## config.mk

```make
export PLATFORM = sky130hd
export DESIGN_NAME = mem_access_unit
export DESIGN_NICKNAME = d
export VERILOG_FILES = /design/src/rtl/mem_access_unit.sv
export SDC_FILE = /design/constraint.sdc
export NUM_CORES = 1
export LEC_CHECK = 0
export CAP_MARGIN = 20
export CELL_PAD_IN_SITES_DETAIL_PLACEMENT = 0
export CELL_PAD_IN_SITES_GLOBAL_PLACEMENT = 1
export CORE_ASPECT_RATIO = 1.2
export CORE_MARGIN = 3
export CORE_UTILIZATION = 48
export CTS_CLUSTER_SIZE = 28
export DETAILED_ROUTE_END_ITERATION = 10
export DONT_BUFFER_PORTS = 1
export PLACE_DENSITY_LB_ADDON = 0.1
export SYNTH_ARGS = -nofsm -noshare
export SYNTH_HDL_FRONTEND = slang
export SYNTH_SLANG_ARGS = --single-unit
```

## constraint.sdc

```tcl
create_clock -name clock_In -period 7.6 [get_ports clock_In]
set_input_delay 2.28 -clock clock_In [delete_from_list [all_inputs] [get_ports clock_In]]
set_output_delay 2.28 -clock clock_In [all_outputs]
set_load 0.03 [all_outputs]
```

## src/rtl/mem_access_unit.sv

```systemverilog
// mem_access_unit
// Memory access unit sitting between the execute stage and a simple
// request/ready bus. It accepts a load or store, checks alignment, drives a
// single bus transaction from registers, and returns right-justified load
// data or a fault code.
//
// Ports
//   clock_In, reset_In         : rising-edge clock, async active-high reset
//   memAccess_In               : request, held high until writeback
//   memAddr_In / memData_In    : byte address / right-justified store data
//   memDataWidth_In            : NONE / BYTE / HALF / WORD
//   memIsRead_In               : 1 = load, 0 = store
//   memAccessOK_Out            : access complete, result valid
//   memData_Out                : load data, zero above the access width
//   memException_Out           : exception code (NONE when no fault)
//   busRequest_Out .. busWriteData_Out : registered bus request side
//   busReady_In, busError_In, busReadData_In : bus response side

`ifndef MEM_WIDTH_NONE
`define MEM_WIDTH_NONE 2'd0
`define MEM_WIDTH_BYTE 2'd1
`define MEM_WIDTH_HALF 2'd2
`define MEM_WIDTH_WORD 2'd3
`endif

`ifndef EXCEPTION_LEN
`define EXCEPTION_LEN 4
`define EXCEP_NONE             4'd0
`define EXCEP_MISALIGNED_LOAD  4'd4
`define EXCEP_LOAD_FAULT       4'd5
`define EXCEP_MISALIGNED_STORE 4'd6
`define EXCEP_STORE_FAULT      4'd7
`endif

module mem_access_unit #(
  parameter int unsigned TIMEOUT_CYCLES = 255
) (
  input  logic                      clock_In,
  input  logic                      reset_In,
  input  logic                      memAccess_In,
  input  logic [31:0]               memAddr_In,
  input  logic [31:0]               memData_In,
  input  logic [1:0]                memDataWidth_In,
  input  logic                      memIsRead_In,
  output logic                      memAccessOK_Out,
  output logic [31:0]               memData_Out,
  output logic [`EXCEPTION_LEN-1:0] memException_Out,
  output logic                      busRequest_Out,
  output logic [31:0]               busAddr_Out,
  output logic                      busWrite_Out,
  output logic [3:0]                busByteEnable_Out,
  output logic [31:0]               busWriteData_Out,
  input  logic                      busReady_In,
  input  logic                      busError_In,
  input  logic [31:0]               busReadData_In
);

  // DRAIN is a BUS cycle whose result will be thrown away because the
  // requester has already withdrawn.
  typedef enum logic [1:0] {IDLE = 2'd0, BUS = 2'd1, DONE = 2'd2, DRAIN = 2'd3} state_t;

  state_t state;
  state_t state_next;

  logic [31:0]               wait_cnt;
  logic [1:0]                width_q;
  logic [1:0]                lane_q;
  logic                      is_read_q;
  logic [31:0]               result_data;
  logic [`EXCEPTION_LEN-1:0] result_exc;

  logic        misaligned;
  logic        needs_bus;
  logic        in_bus;
  logic        timeout_hit;
  logic        bus_done;
  logic        bus_fault;
  logic [3:0]  be_calc;
  logic [31:0] wdata_calc;
  logic [31:0] rd_shifted;
  logic [31:0] load_data;

  // Request decode: alignment, byte lanes and store-data lane placement.
  always_comb begin
    misaligned = 1'b0;
    be_calc    = 4'b0000;
    wdata_calc = 32'd0;
    case (memDataWidth_In)
      `MEM_WIDTH_BYTE: begin
        be_calc    = 4'b0001 << memAddr_In[1:0];
        wdata_calc = {24'd0, memData_In[7:0]} << {memAddr_In[1:0], 3'b000};
      end
      `MEM_WIDTH_HALF: begin
        misaligned = memAddr_In[0];
        be_calc    = 4'b0011 << memAddr_In[1:0];
        wdata_calc = {16'd0, memData_In[15:0]} << {memAddr_In[1], 4'b0000};
      end
      `MEM_WIDTH_WORD: begin
        misaligned = (memAddr_In[1:0] != 2'b00);
        be_calc    = 4'b1111;
        wdata_calc = memData_In;
      end
      default: begin
        misaligned = 1'b0;
      end
    endcase
    needs_bus = !misaligned && (memDataWidth_In != `MEM_WIDTH_NONE);
  end

  // Bus response decode; an error outranks a simultaneous ready, and a
  // timeout is only a fault when ready did not arrive in that cycle.
  always_comb begin
    in_bus      = (state == BUS) || (state == DRAIN);
    timeout_hit = (TIMEOUT_CYCLES != 32'd0) && (wait_cnt == (TIMEOUT_CYCLES - 32'd1));
    bus_done    = in_bus && (busReady_In || busError_In || timeout_hit);
    bus_fault   = busError_In || !busReady_In;
    rd_shifted  = busReadData_In >> {lane_q, 3'b000};
    case (width_q)
      `MEM_WIDTH_BYTE: load_data = {24'd0, rd_shifted[7:0]};
      `MEM_WIDTH_HALF: load_data = {16'd0, rd_shifted[15:0]};
      `MEM_WIDTH_WORD: load_data = rd_shifted;
      default:         load_data = 32'd0;
    endcase
  end

  // Next-state logic.
  always_comb begin
    state_next = state;
    case (state)
      IDLE: begin
        if (memAccess_In) state_next = needs_bus ? BUS : DONE;
        else              state_next = IDLE;
      end
      BUS: begin
        if (bus_done)           state_next = memAccess_In ? DONE : IDLE;
        else if (!memAccess_In) state_next = DRAIN;
        else                    state_next = BUS;
      end
      DRAIN: begin
        if (bus_done) state_next = IDLE;
        else          state_next = DRAIN;
      end
      DONE: begin
        if (memAccess_In) state_next = DONE;
        else              state_next = IDLE;
      end
      default: state_next = IDLE;
    endcase
  end

  // State register.
  always_ff @(posedge clock_In or posedge reset_In) begin
    if (reset_In) state <= IDLE;
    else          state <= state_next;
  end

  // Request capture, registered bus outputs, wait counter and result latch.
  always_ff @(posedge clock_In or posedge reset_In) begin
    if (reset_In) begin
      wait_cnt          <= 32'd0;
      width_q           <= `MEM_WIDTH_NONE;
      lane_q            <= 2'd0;
      is_read_q         <= 1'b0;
      result_data       <= 32'd0;
      result_exc        <= `EXCEP_NONE;
      busRequest_Out    <= 1'b0;
      busAddr_Out       <= 32'd0;
      busWrite_Out      <= 1'b0;
      busByteEnable_Out <= 4'd0;
      busWriteData_Out  <= 32'd0;
    end else begin
      case (state)
        IDLE: begin
          if (memAccess_In) begin
            wait_cnt    <= 32'd0;
            width_q     <= memDataWidth_In;
            lane_q      <= memAddr_In[1:0];
            is_read_q   <= memIsRead_In;
            result_data <= 32'd0;
            if (misaligned) result_exc <= memIsRead_In ? `EXCEP_MISALIGNED_LOAD : `EXCEP_MISALIGNED_STORE;
            else            result_exc <= `EXCEP_NONE;
            if (needs_bus) begin
              busRequest_Out    <= 1'b1;
              busAddr_Out       <= {memAddr_In[31:2], 2'b00};
              busWrite_Out      <= !memIsRead_In;
              busByteEnable_Out <= be_calc;
              busWriteData_Out  <= memIsRead_In ? 32'd0 : wdata_calc;
            end else begin
              busRequest_Out <= 1'b0;
            end
          end else begin
            wait_cnt <= 32'd0;
          end
        end
        BUS, DRAIN: begin
          if (bus_done) begin
            busRequest_Out    <= 1'b0;
            busAddr_Out       <= 32'd0;
            busWrite_Out      <= 1'b0;
            busByteEnable_Out <= 4'd0;
            busWriteData_Out  <= 32'd0;
            if (bus_fault) begin
              result_data <= 32'd0;
              result_exc  <= is_read_q ? `EXCEP_LOAD_FAULT : `EXCEP_STORE_FAULT;
            end else begin
              result_data <= is_read_q ? load_data : 32'd0;
              result_exc  <= `EXCEP_NONE;
            end
          end else begin
            wait_cnt <= wait_cnt + 32'd1;
          end
        end
        default: begin
          wait_cnt <= wait_cnt;
        end
      endcase
    end
  end

  // The acknowledge follows memAccess_In so a withdrawn request never sees it.
  assign memAccessOK_Out  = (state == DONE) && memAccess_In;
  assign memData_Out      = (state == DONE) ? result_data : 32'd0;
  assign memException_Out = (state == DONE) ? result_exc : `EXCEP_NONE;

endmodule

```

==> results_tabular.tex, run 1 <==
\begin{tabular}{lr}
\hline
Metric & Value \\
\hline
\multicolumn{2}{l}{\textbf{Hold path}} \\
Path class of the lowest-slack min-delay path & reg2reg \\
\multicolumn{2}{l}{\textbf{Timing}} \\
Setup Skew & 12.5 ps \\
Smallest setup slack after layout & 2760 ps \\
Min Tclk post-route & 4840 ps \\
Number of endpoints failing setup at the final stage & 0 \\
Final period utilization & 0.637 \\
Pin slew with the least headroom to its limit & 1020 ps \\
Max-slew headroom at the worst pin & 0.315 \\
Sum of negative setup slack & 0 ps \\
Setup repair after global routing missed its margin & no \\
Maximum clock rate & 0.207 GHz \\
Final hold violation count & 0 \\
Fin. max-slew vios & 0 \\
\multicolumn{2}{l}{\textbf{Setup path}} \\
Worst-path maximum fanout & 5 \\
Chain of cells forming the critical path & and2\_1 \\
Worst Setup Path Type & in2out \\
Total buffers and inverters traversed by the critical path & 0 \\
WP data required & 5320 ps \\
Crit path capture type & primary output \\
Critical path's top delay family & simple AND/OR/NAND/NOR gates \\
Crit path max-delay cell type & sky130\_fd\_sc\_hd\_\_and2\_1 \\
Endpoint arrival time on the critical path & 2560 ps \\
Maximum single-stage delay on the critical path & 280 ps \\
Launching element type of the critical path & primary input \\
\multicolumn{2}{l}{\textbf{GRT}} \\
Number of global-route vias before repair & 5873 \\
GRT Util Overall & 0.240 \\
GR met3 Demand/Resource & 0.0813 \\
GRT Residual Overflow & 0 \\
First-pass GRT wire length & 32.3 mm \\
Highest-utilization routing layer at the global route stage & met2 \\
Global-route met1 utilization & 0.303 \\
M2 GR Usage & 0.389 \\
Maximum number of pins on one net before global-route repair & 81 \\
Initial antenna violation count & 0 \\
\multicolumn{2}{l}{\textbf{Pwr}} \\
Static Leakage & 3.45 nW \\
Maximum VDD drop & 0.157 mV \\
Power per unit of standard cell area & 269 nW/µm² \\
Power consumption & 0.00217 W \\
\multicolumn{2}{l}{\textbf{Run status}} \\
Status & finished clean \\
\multicolumn{2}{l}{\textbf{Placement}} \\
Estimated wirelength of the detail-placed design & 14.1 mm \\
Worst slack at placement & 2690 ps \\
Count of port buffers added during placement & 0 \\
Final weighted congestion in routability-driven placement & 0.819 \\
\multicolumn{2}{l}{\textbf{Drt}} \\
Via count & 5865 \\
Post-route DRC & 0 \\
Count of antenna-violating nets left after detailed routing & 0 \\
Initial DRC Count & 414 \\
Via density per instance & 6.31 \\
DR pass1 iterations & 5 \\
Routed length per instance & 21.9 µm \\
Post-detailed-routing wire length & 20.3 mm \\
\multicolumn{2}{l}{\textbf{Synth}} \\
Synthesis Warnings & 0 \\
Sequential share of the synthesized area & 0.483 \\
Per-instance average area after synthesis & 9.85 µm² \\
Most used flip-flop cell after synthesis & sky130\_fd\_sc\_hd\_\_dfrtp\_1 \\
Post-synthesis register bit count & 142 \\
Cell area after technology mapping & 7350 µm² \\
Synth Instances & 746 \\
Number of synthesized flops with an enable pin & 0 \\
Synth async-reset ratio & 1.00 \\
Netlist cell types & 69 \\
\multicolumn{2}{l}{\textbf{CTS}} \\
Sinks on Clock Net & 142 \\
Clock buffers created by TritonCTS & 17 \\
Clock slew seen by the registers of the worst setup and hold paths & 60 ps \\
Number of buffers inserted by post-CTS setup repair & 0 \\
Clock latency on the worst-skew pair & 420 ps \\
Clock tree from TritonCTS & built \\
Clock root buffer master & sky130\_fd\_sc\_hd\_\_clkbuf\_16 \\
CTS resizes & 0 \\
Max clock buf depth & 2 \\
Number of levels the H-tree was split into & 4 \\
Count of hold buffers inserted by post-cts repair & 0 \\
\multicolumn{2}{l}{\textbf{Floorplan}} \\
Die height & 142 µm \\
Die width & 119 µm \\
Area of the die & 16800 µm² \\
\# IOs & 211 \\
Core Region & 14700 µm² \\
Total number of placement rows & 48 \\
Effective utilization at floorplan & 0.500 \\
\multicolumn{2}{l}{\textbf{Flow run}} \\
Max-cap violations & 0 \\
\multicolumn{2}{l}{\textbf{Layout}} \\
Filler Cell Count & 1343 \\
Number of nets in the layout & 826 \\
Diode insertion count for antenna repair & 0 \\
Share of layout cells above drive strength 1 & 0.0974 \\
Area Overhead vs Synth & 9.62\% \\
\hline
\end{tabular}
[cell type report]
type | instances | area [µm²] | share of cell area
inverters | 12 | 50.0 | 0.00621
flip-flops and latches | 142 | 3550 | 0.441
clock inverters | 15 | 160 | 0.0199
clock buffers | 17 | 425 | 0.0528
well taps | 200 | 250 | 0.0311
repair buffers | 10 | 123 | 0.0152
multi-input cells | 533 | 3500 | 0.434
[power by group]
group	switching (W)	leakage, nW	internal, W
clock	0.000345	0.273	0.000487
combinational	0.000196	1.25	0.000110
sequential	0.000196	1.93	0.000831
total	0.000738	3.45	0.00143
[state kept, by name (all words and copies together) (netlist names)]
name / cells
result_data: 32
wait_cnt: 32
busWriteData_Out: 32
is_read_q: 1
lane_q: 2
result_exc: 3
busRequest_Out: 1
state: 2
width_q: 2
busAddr_Out: 30
busWrite_Out: 1
busByteEnable_Out: 4
[worst paths after layout]
check / startpoint / to / slack (ps) / depth (start not counted)
max in group asynchronous: reset_In / result_data[2]$_DFFE_PP0P_ / 4650 / 3
max reg2reg: state[0]$_DFF_PP0_ / busWriteData_Out[4]$_DFFE_PP0P_ / 4520 / 6
min: result_data[4]$_DFFE_PP0P_ / result_data[4]$_DFFE_PP0P_ / 480 / 1
min in group asynchronous: reset_In / result_data[21]$_DFFE_PP0P_ / 1780 / 1
min reg2reg: result_data[4]$_DFFE_PP0P_ / result_data[4]$_DFFE_PP0P_ / 480 / 1
max: memAccess_In / memAccessOK_Out / 2760 / 1
[logic make-up after synthesis]
logic type	Yosys count	share of synthesized area
flip-flops	142	0.483
adder cells (fa/ha/maj)	6	0.0102
AND/OR/NAND/NOR	275	0.197
AO/OA/AOI/OAI	218	0.223
buffers and inverters	73	0.0441
multiplexers	27	0.0371
XOR/XNOR	4	0.00477
other	1	0.000510
[synthesized netlist by cell type, types with 4 or more instances]
master	n	area, µm²
sky130_fd_sc_hd__nand4_1	12	75.1
sky130_fd_sc_hd__o2bb2ai_1	32	280
sky130_fd_sc_hd__nor2b_1	14	87.6
sky130_fd_sc_hd__o21ai_0	23	115
sky130_fd_sc_hd__a22oi_1	24	180
sky130_fd_sc_hd__ha_1	6	75.1
sky130_fd_sc_hd__and2_1	41	257
sky130_fd_sc_hd__nor4_1	12	75.1
sky130_fd_sc_hd__mux2i_1	25	250
sky130_fd_sc_hd__a221o_1	8	80.1
sky130_fd_sc_hd__clkbuf_1	29	109
sky130_fd_sc_hd__or2_2	4	25.0
sky130_fd_sc_hd__a22o_1	32	280
sky130_fd_sc_hd__a31oi_1	5	31.3
sky130_fd_sc_hd__dfrtp_1	142	3550
sky130_fd_sc_hd__buf_1	8	30.0
sky130_fd_sc_hd__a21oi_1	40	200
sky130_fd_sc_hd__nor2_1	20	75.1
sky130_fd_sc_hd__nand3_1	17	85.1
sky130_fd_sc_hd__nand2_1	106	398
sky130_fd_sc_hd__inv_1	12	45.0
sky130_fd_sc_hd__nor3_1	14	70.1
sky130_fd_sc_hd__or4_1	4	30.0
sky130_fd_sc_hd__and4_1	6	52.6
sky130_fd_sc_hd__buf_4	8	60.1
sky130_fd_sc_hd__buf_2	15	75.1
sky130_fd_sc_hd__and3_1	7	43.8
sky130_fd_sc_hd__o311ai_0	7	61.3
sky130_fd_sc_hd__o41ai_1	4	35.0
sky130_fd_sc_hd__a211o_1	9	78.8
sky130_fd_sc_hd__a32o_1	8	80.1
[stage by stage]
| step | area, µm² | cells | hold WS (ps) | utilization |
|---|---|---|---|---|
| after floorplan | 7360 | 748 | 448 | - |
| after global placement | 7400 | 894 | 468 | 0.503 |
| after detailed placement | 7430 | 895 | 470 | 0.505 |
| after CTS | 8020 | 927 | 486 | 0.545 |
| after global routing | 8060 | 929 | 491 | 0.548 |
| final | 8060 | 929 | 483 | 0.548 |
[cells in the final DEF, fill, tap and decap left out, drive strengths merged, types with 4 or more instances in the layout]
cell type,instances
dfrtp,142
nand2,107
and2,42
a21oi,41
o2bb2ai,32
a22o,32
mux2i,25
o21ai,25
a22oi,24
nor2,21
nand3,17
clkbuf,17
inv,17
nor3,14
nor2b,14
nand4,13
nor4,12
buf,10
a211o,9
a221o,9
and3,9
and4,9
a32o,8
o311ai,7
ha,6
a31oi,6
clkinvlp,5
or4,5
or2,4
o41ai,4
[routing by layer]
metal,share of wire,vias to the layer above
met5,0,-
met4,0.020,0
met2,0.48,229
li1,-,2711
met1,0.41,2893
met3,0.088,32
Note: power is estimated with default switching activity, not from simulation.
==> inputs of run 2 (changes only) <==
--- a/config.mk
+++ b/config.mk
@@ -10,7 +10,7 @@
 export CELL_PAD_IN_SITES_GLOBAL_PLACEMENT = 1
 export CORE_ASPECT_RATIO = 1.2
 export CORE_MARGIN = 3
-export CORE_UTILIZATION = 48
+export CORE_UTILIZATION = 43
 export CTS_CLUSTER_SIZE = 28
 export DETAILED_ROUTE_END_ITERATION = 10
 export DONT_BUFFER_PORTS = 1
==> constraint.sdc (replaced) <==
create_clock -name clock_In -period 4.2 [get_ports clock_In]
set_input_delay 1.26 -clock clock_In [delete_from_list [all_inputs] [get_ports clock_In]]
set_output_delay 1.26 -clock clock_In [all_outputs]
set_load 0.03 [all_outputs]
==> run 2 against run 1 <==
Hold slack lost 5.0 ps. Critical path depth grew 2. Count of clock-buffer cells in the layout is the same. Die area grew 11%. Routed wire length grew 3.5%. Sequential share of layout area shrank 0.37 points. Clock power grew 83%. Critical endpoint is now memData_Out[19]. Largest cell class unchanged.
==> results_tabular.tex, run 2 (same netlist as run 1, synthesis figures left out) <==
\begin{tabular}{lr}
\hline
Metric & Value \\
\hline
\multicolumn{2}{l}{\textbf{Placement}} \\
Placed cell areas & 7530 µm² (+1.3\%) \\
Cell total after placement & 916 (+2.3\%) \\
Estimated wirelength of the detail-placed design & 14.7 mm (+4.3\%) \\
Final weighted congestion in routability-driven placement & 0.837 (+2.1\%) \\
Count of port buffers added during placement & 0 (unchanged) \\
\multicolumn{2}{l}{\textbf{Floorplan}} \\
Die width & 125 µm (+5.4\%) \\
Effective utilization at floorplan & 0.446 (-0.0531) \\
Area of the die & 18700 µm² (+11\%) \\
Total number of placement rows & 51 (+6.3\%) \\
\# IOs & 211 (unchanged) \\
Core Region & 16500 µm² (+12\%) \\
Die height & 149 µm (+5.4\%) \\
\multicolumn{2}{l}{\textbf{CTS}} \\
CTS resizes & 0 (unchanged) \\
Clock buffers created by TritonCTS & 17 (unchanged) \\
Count of hold buffers inserted by post-cts repair & 0 (unchanged) \\
Max clock buf depth & 2 (unchanged) \\
Clock tree from TritonCTS & built \\
Clock slew seen by the registers of the worst setup and hold paths & 60 ps (about the same) \\
Number of buffers inserted by post-CTS setup repair & 0 (unchanged) \\
Sinks on Clock Net & 142 (unchanged) \\
Clock latency on the worst-skew pair & 430 ps (about the same) \\
Clock root buffer master & sky130\_fd\_sc\_hd\_\_clkbuf\_16 \\
Number of levels the H-tree was split into & 4 (unchanged) \\
\multicolumn{2}{l}{\textbf{Drt}} \\
Routed length per instance & 22.1 µm (+1.3\%) \\
Via count & 5915 (+0.85\%) \\
Count of antenna-violating nets left after detailed routing & 0 (unchanged) \\
Post-route DRC & 0 (unchanged) \\
DR pass1 iterations & 5 (unchanged) \\
Initial DRC Count & 408 (-1.4\%) \\
Post-detailed-routing wire length & 21.0 mm (+3.5\%) \\
Via density per instance & 6.23 (-1.3\%) \\
\multicolumn{2}{l}{\textbf{Timing}} \\
Sum of negative setup slack & 0 ps (unchanged) \\
Maximum clock rate & 0.315 GHz \\
Setup Skew & 12.0 ps (-0.415 ps) \\
Setup repair after global routing missed its margin & no \\
Number of endpoints failing setup at the final stage & 0 (unchanged) \\
Final period utilization & 0.756 \\
Max-slew headroom at the worst pin & 0.399 (+0.0834) \\
Fin. max-slew vios & 0 (unchanged) \\
Final hold violation count & 0 (unchanged) \\
Min Tclk post-route & 3180 ps \\
Hold Slack & 478 ps (-5.01 ps) \\
Pin slew with the least headroom to its limit & 900 ps (-123 ps) \\
\multicolumn{2}{l}{\textbf{Layout}} \\
Finished Cell Area & 8130 µm² (+0.85\%) \\
Share of layout cells above drive strength 1 & 0.106 (+0.00858) \\
Filler Cell Count & 1511 (+13\%) \\
Sequential cell area & 3550 µm² (unchanged) \\
Leading cell types in the layout, fill and taps excluded & sky130\_fd\_sc\_hd\_\_dfrtp\_1 (142), sky130\_fd\_sc\_hd\_\_nand2\_1 (106), sky130\_fd\_sc\_hd\_\_and2\_1 (41) \\
Top Registers & busWriteData\_Out (32), result\_data (32), wait\_cnt (32) \\
Area Overhead vs Synth & 10.6\% \\
Number of nets in the layout & 833 (+0.85\%) \\
Most frequent standard cell in the layout excluding fill and tap cells & sky130\_fd\_sc\_hd\_\_dfrtp\_1 \\
Final standard cell count with taps included and fillers excluded & 949 (+2.2\%) \\
Final core utilization & 0.494 (-0.0540) \\
Area occupied by multi-input gates & 3500 µm² (unchanged) \\
\multicolumn{2}{l}{\textbf{Setup path}} \\
Chain of cells forming the critical path & nor2b\_2 > buf\_4 > and2\_1 \\
Worst-path maximum fanout & 36 (+31) \\
Maximum single-stage delay on the critical path & 600 ps (+320 ps) \\
Crit path max-delay cell type & sky130\_fd\_sc\_hd\_\_dfrtp\_1 \\
Launching element type of the critical path & flop \\
Worst Setup Path Type & reg2out \\
WP data required & 2940 ps (-2380 ps) \\
Crit path capture type & primary output \\
Endpoint arrival time on the critical path & 1920 ps (-640 ps) \\
\multicolumn{2}{l}{\textbf{Pwr}} \\
Power per unit of standard cell area & 485 nW/µm² (+80\%) \\
Static Leakage & 3.50 nW (+1.4\%) \\
Maximum VDD drop & 0.270 mV (+72\%) \\
\multicolumn{2}{l}{\textbf{GRT}} \\
Number of global-route vias before repair & 5994 (+2.1\%) \\
First-pass GRT wire length & 33.5 mm (+3.8\%) \\
Maximum number of pins on one net before global-route repair & 61 (-25\%) \\
GRT Residual Overflow & 0 (unchanged) \\
Initial antenna violation count & 0 (unchanged) \\
GRT Util Overall & 0.224 (-0.0158) \\
\multicolumn{2}{l}{\textbf{Flow run}} \\
Max-cap violations & 0 (unchanged) \\
\multicolumn{2}{l}{\textbf{Run status}} \\
Status & finished clean \\
\multicolumn{2}{l}{\textbf{Hold path}} \\
Path class of the lowest-slack min-delay path & reg2reg \\
\hline
\end{tabular}
-- run 2: critical path, delay by kind of cell (launching register included) --
family        cells  cell delay (ps)
simple gates      2              580
flops             1              600
buf+inv           1              300
-- run 2: area by class of cell --
| type | count | area share |
|---|---|---|
| clock buffer | 17 | 0.0523 |
| timing repair buffer | 17 | 0.0203 |
| sequential | 142 | 0.437 |
| tap | 212 | 0.0326 |
| clock inverter | 15 | 0.0209 |
| inverter | 12 | 0.00600 |
| antenna | 1 | 0.000308 |
| multi-input combinational | 533 | 0.430 |
-- run 2: metrics by stage --
stage	worst slack (ps)	total power [W]
after global routing	889	0.00412
after global placement	832	0.00243
after CTS	992	0.00398
after floorplan	1160	0.00228
after detailed placement	709	0.00245
final	1020	0.00394
-- run 2: path summary, 6_finish.rpt --
path	from	endpoint	slack (ps)	cells after the start
setup / recovery	state[0]$_DFF_PP0_	memData_Out[19]	1020	3
hold / removal	result_data[16]$_DFFE_PP0P_	result_data[16]$_DFFE_PP0P_	480	1
setup reg to reg	wait_cnt[0]$_DFFE_PP0P_	wait_cnt[3]$_DFFE_PP0P_	1430	7
hold reg to reg	result_data[16]$_DFFE_PP0P_	result_data[16]$_DFFE_PP0P_	480	1
max in group asynchronous	reset_In	busWriteData_Out[6]$_DFFE_PP0P_	2540	2
min in group asynchronous	reset_In	result_data[27]$_DFFE_PP0P_	880	1
-- run 2: power by group --
part           switching, W  leakage [nW]  internal, W
clock network      0.000672         0.294     0.000849
logic              0.000352          1.28     0.000200
registers          0.000363          1.93      0.00150
total               0.00139          3.50      0.00255
-- run 2: layer usage --
metal,track usage,vias up,part of all wire
met5,0,-,0
met4,0.0775,0,0.022
met3,0.0824,30,0.079
met2,0.356,229,0.48
met1,0.283,2932,0.42
li1,-,2724,-
